<file path="src/rtl/halfband_pkg.sv">
// Shared constants, coefficient table and FSM state type for the x2 half-band
// interpolator and its decimator counterpart.
package halfband_pkg;

  localparam int PCM_W   = 24;
  localparam int PCM_MAX = 8388607;
  localparam int PCM_MIN = -8388608;

  localparam int HB_K      = 6;
  localparam int HB_COEF_W = 18;

  // Q1.17 pair weights, outermost pair first; they sum to 2^16 so the FIR
  // phase has unity DC gain once each weight is applied to a pair of taps.
  localparam logic signed [HB_COEF_W-1:0] HB_COEF [HB_K] = '{
    18'sd256, -18'sd1024, 18'sd2816, -18'sd6656, 18'sd20096, 18'sd50048
  };

  typedef enum logic [2:0] {
    ST_IDLE    = 3'd0,
    ST_MAC     = 3'd1,
    ST_RND     = 3'd2,
    ST_OUT_FIR = 3'd3,
    ST_OUT_CTR = 3'd4
  } hb_state_e;

endpackage

</file>
<file path="src/rtl/pcm_sat_round.sv">
// Combinational accumulator-to-PCM stage: round half up, arithmetic shift,
// then clamp to the signed 24-bit range.
module pcm_sat_round
  import halfband_pkg::*;
#(
  parameter int ACC_W = 48,
  parameter int SHIFT = 17
) (
  input  logic signed [ACC_W-1:0] acc,
  output logic signed [PCM_W-1:0] pcm
);

  localparam logic signed [ACC_W-1:0] HALF = ACC_W'(64'd1 << (SHIFT - 1));
  localparam logic signed [ACC_W-1:0] MAXV = ACC_W'(PCM_MAX);
  localparam logic signed [ACC_W-1:0] MINV = ACC_W'(PCM_MIN);

  logic signed [ACC_W-1:0] biased;
  logic signed [ACC_W-1:0] shifted;

  always_comb begin
    biased  = acc + HALF;
    shifted = biased >>> SHIFT;
    if (shifted > MAXV) begin
      pcm = MAXV[PCM_W-1:0];
    end else if (shifted < MINV) begin
      pcm = MINV[PCM_W-1:0];
    end else begin
      pcm = shifted[PCM_W-1:0];
    end
  end

endmodule

</file>
<file path="src/rtl/halfband_interp_pcm_2.sv">
// x2 half-band interpolator: per accepted sample, emits the FIR phase (one
// symmetric pair per cycle through a single multiplier) then the centre tap.
module halfband_interp_pcm_2
  import halfband_pkg::*;
#(
  parameter int K      = HB_K,
  parameter int COEF_W = HB_COEF_W,
  parameter int ACC_W  = 48
) (
  input  logic                    clk,
  input  logic                    rst_n,
  input  logic                    enable,
  input  logic signed [PCM_W-1:0] in,
  output logic                    in_ready,
  output logic signed [PCM_W-1:0] out,
  output logic                    out_valid,
  input  logic                    out_ready,
  output logic                    overrun,
  output hb_state_e               state
);

  // Handshakes: an input is taken on a rising edge where enable && in_ready;
  // an output moves on a rising edge where out_valid && out_ready, and out
  // is frozen for as long as out_valid is high and out_ready is low.

  localparam int TAPS   = 2 * K;
  localparam int KW     = $clog2(K);
  localparam int TW     = $clog2(TAPS);
  localparam int PRE_W  = PCM_W + 1;
  localparam int PROD_W = PRE_W + COEF_W;

  logic signed [PCM_W-1:0]  d [TAPS];
  logic        [KW-1:0]     k;
  logic signed [ACC_W-1:0]  acc;
  logic        [TW-1:0]     near_idx;
  logic        [TW-1:0]     far_idx;
  logic signed [COEF_W-1:0] coef;
  logic signed [PRE_W-1:0]  pre;
  logic signed [PROD_W-1:0] prod;
  logic signed [ACC_W-1:0]  prod_ext;
  logic signed [PCM_W-1:0]  rnd_pcm;

  // Datapath for the pair selected by k: pre-add, multiply, sign-extend.
  always_comb begin
    near_idx = TW'(k);
    far_idx  = TW'(TAPS - 1) - near_idx;
    coef     = COEF_W'(HB_COEF[k]);
    pre      = PRE_W'(d[near_idx]) + PRE_W'(d[far_idx]);
    prod     = PROD_W'(coef) * PROD_W'(pre);
    prod_ext = ACC_W'(prod);
  end

  pcm_sat_round #(
    .ACC_W (ACC_W),
    .SHIFT (COEF_W - 1)
  ) u_sat_round (
    .acc (acc),
    .pcm (rnd_pcm)
  );

  assign in_ready = (state == ST_IDLE);

  always_ff @(posedge clk or negedge rst_n) begin
    if (!rst_n) begin
      state     <= ST_IDLE;
      k         <= '0;
      acc       <= '0;
      out       <= '0;
      out_valid <= 1'b0;
      overrun   <= 1'b0;
      for (int i = 0; i < TAPS; i++) d[i] <= '0;
    end else begin
      if (enable && (state != ST_IDLE)) overrun <= 1'b1;
      case (state)
        ST_IDLE: begin
          if (enable) begin
            d[0] <= in;
            for (int i = 1; i < TAPS; i++) d[i] <= d[i-1];
            acc   <= '0;
            k     <= '0;
            state <= ST_MAC;
          end
        end
        ST_MAC: begin
          acc <= acc + prod_ext;
          k   <= k + KW'(1);
          if (k == KW'(K - 1)) state <= ST_RND;
        end
        ST_RND: begin
          out       <= rnd_pcm;
          out_valid <= 1'b1;
          state     <= ST_OUT_FIR;
        end
        ST_OUT_FIR: begin
          if (out_ready) begin
            out   <= d[K-1];
            state <= ST_OUT_CTR;
          end
        end
        ST_OUT_CTR: begin
          if (out_ready) begin
            out_valid <= 1'b0;
            state     <= ST_IDLE;
          end
        end
        default: state <= ST_IDLE;
      endcase
    end
  end

endmodule

</file>
<file path="config.mk">
export PLATFORM = sky130hd
export DESIGN_NAME = halfband_interp_pcm_2
export DESIGN_NICKNAME = d
export VERILOG_FILES = /design/src/rtl/halfband_pkg.sv /design/src/rtl/pcm_sat_round.sv /design/src/rtl/halfband_interp_pcm_2.sv
export SDC_FILE = /design/constraint.sdc
export NUM_CORES = 2
export LEC_CHECK = 0
export CAP_MARGIN = 10
export CORE_AREA = 2 2 233 235
export DETAILED_ROUTE_END_ITERATION = 8
export DIE_AREA = 0 0 235 237
export PLACE_DENSITY = 0.75
export SETUP_SLACK_MARGIN = 0.2
export SKIP_LAST_GASP = 1
export SYNTH_ARGS = -nofsm -noshare
export SYNTH_HDL_FRONTEND = slang
export SYNTH_SLANG_ARGS = --single-unit
</file>
<file path="constraint.sdc">
create_clock -name clk -period 9.4 [get_ports clk]
set_input_delay 0.94 -clock clk [delete_from_list [all_inputs] [get_ports clk]]
set_output_delay 0.94 -clock clk [all_outputs]
set_load 0.01 [all_outputs]
</file>
==> metrics.txt <==
Vias=22300; Clock Skew=0.0212 ns; syn_area_per_cell=11.1 sq um; clk buf depth=3; ys flop type=dfrtp_1; Iter 0 DRT Violations=1654; Buf/Inv on CP=7; total grt overflow=0; core area=0.0533 sq mm; Mapped Cells=2756; Synth async-reset ratio=100%; CTS Hold Buffers Added=0; Most common cell on crit path=fa_1; #FFs+latches synth=361; data required time at the worst endpoint=9.85 ns; GRT Util Overall=29.5%; Post-synth EDFFs=0; outcome=finished with violations; Crit-path slowest cell=fa_2; RSZ-0062 raised after global routing=yes; row count=85; DRT antenna net count=0; WS Path Type=reg2reg; # H-tree levels=2; cts bufs inserted=39; Die Ht=237 um; drc violations=0; DRT Pass-1 Iters=5; period utilization=102%; sequential fraction of the synthesis area=29.6%; # port buffers=57; Post-DP Area=0.0332 sq mm; CP delay by family, top=adder cells; fin util=69.0%; wire per inst=21.9 um; min Tclk post-route=9.57 ns; ant diodes=0; Top Ports=58; Final #Nets=3550; vias in the first global route=24100; routed vias/inst=5.95; fmax=104 MHz; clock slew at reported path FFs=0.06 ns; clock sink count=361; largest net degree at the start of global routing=205; CTS Root Buffer Type=clkbuf_16; CP Capture Type=flop; max-cap check violation count=0; slew margin rel.=11.9%; initial core utilization=57.3%; RePlAce Congestion=0.954; failing checks=setup timing; Crit path depth=39; worst-skew pair later-pin latency=0.58 ns; CP peak stage delay=0.60 ns; Cell variety after synth=82; Setup WS post-layout=-0.174 ns; setup violators final=1; CTS tree=built; critical path arrival=10.02 ns; Die X=235 um; DP Cell Count=3590; Reg2Reg Depth=39; fin cells=3740; global-route wire length before repair=130000 um; initial antenna violation count=0; TNS Setup=-0.174 ns; Hold Violations, Final=0; area delta synth->final=20.4%; post-route design area=0.0368 sq mm; CP Max Fanout=6; worst slew pin tran=1.32 ns; total wire length=81900 um; Worst Hold Class=in2async; YS warnings=0; Die ar.=0.0557 sq mm; Syn Nets=3290; share of layout cells above drive strength 1=32.3%; Worst Setup Start Kind=flop; count of pins over their slew limit=0; dpl hpwl=57900 um; area of the mapped netlist=0.0305 sq mm
stage by stage:
step	setup slack (ns)	hold WS (ns)
final	-0.174	0.387
after global routing	-0.400	0.473
after CTS	0.184	0.466
after detailed placement	-0.384	0.487
after global placement	-0.204	0.461
after floorplan	0.212	0.476
routing by layer:
metal  share of wire [%]  GRT usage (%)  wire, um
met5                   0              0         0
met3                 6.3           4.45      5150
met2                  49           49.4     40500
met4                 5.0           13.0      4060
met1                  39           38.4     32200
area by class of cell:
class / count / area, sq um
Clock inverter: 14 / 243
Multi-Input combinational cell: 1943 / 21100
Inverter: 321 / 1200
Fill cell: 3618 / 16500
Tap cell: 696 / 871
Clock buffer: 55 / 1170
Sequential cell: 361 / 9040
Timing Repair Buffer: 350 / 3110
state kept, by name (all words and copies together) (netlist names):
signal and flops:
acc 41, d 288, k 3, out 24
out_valid 1, overrun 1, state 3
synth_stat cells, drive strengths merged (49+ instances only):
cell type	count	area (sq um)
dfrtp	361	9030
nand2	351	1320
inv	321	1200
fa	289	5790
mux2	288	3240
ha	217	2720
clkbuf	101	380
mux4	96	2160
a21oi	85	437
o21ai	72	387
nor2	69	269
and2	60	375
xnor2	54	480
nor2b	49	307
placed cells by master, fill, tap and decap left out, types with 48 or more instances in the layout:
cell,count
fa_1,270
xnor2_1,48
and2_1,55
mux2_2,288
ha_4,49
nor2_1,62
a21oi_1,61
buf_4,247
nand2_1,312
ha_1,166
dfrtp_1,358
inv_1,309
clkdlybuf4s50_1,56
mux4_2,96
o21ai_0,53
cells by family (layout without fill, tap and decap cells):
group	count (synthesis)	count (layout)	synth area share, %
DFF	361	361	29.6
AOI/OAI and AO/OA	271	272	5.62
buffers and inverters	453	740	5.68
xor gates and xnor gates	85	85	2.49
and+or+nand+nor	693	693	10.9
muxes	387	387	17.8
adders and majority gates	506	506	27.9
repair_timing:
| item | CTS | global route |
|---|---|---|
| buffers inserted | 50 | 28 |
| setup endpoints to repair | 19 | 24 |
| cloned | 3 | 0 |
| gates resized for setup | 161 | 111 |
| pin swaps | 164 | 99 |
worst paths after layout:
kind / end / from / slack (ns)
max: acc[47]$_DFFE_PN0P_ / k[0]$_DFFE_PN0P_ / -0.17
min: d[155]$_DFFE_PN0P_ / rst_n / 0.39
max reg2reg: acc[47]$_DFFE_PN0P_ / k[0]$_DFFE_PN0P_ / -0.17
min reg2reg: overrun$_DFFE_PN0P_ / overrun$_DFFE_PN0P_ / 0.49
max in group asynchronous: d[45]$_DFFE_PN0P_ / rst_n / 7.55
min in group clk: overrun$_DFFE_PN0P_ / overrun$_DFFE_PN0P_ / 0.49
Power is not shown: default switching activity piles up to over one toggle a cycle in this logic, so the estimate is an artifact.
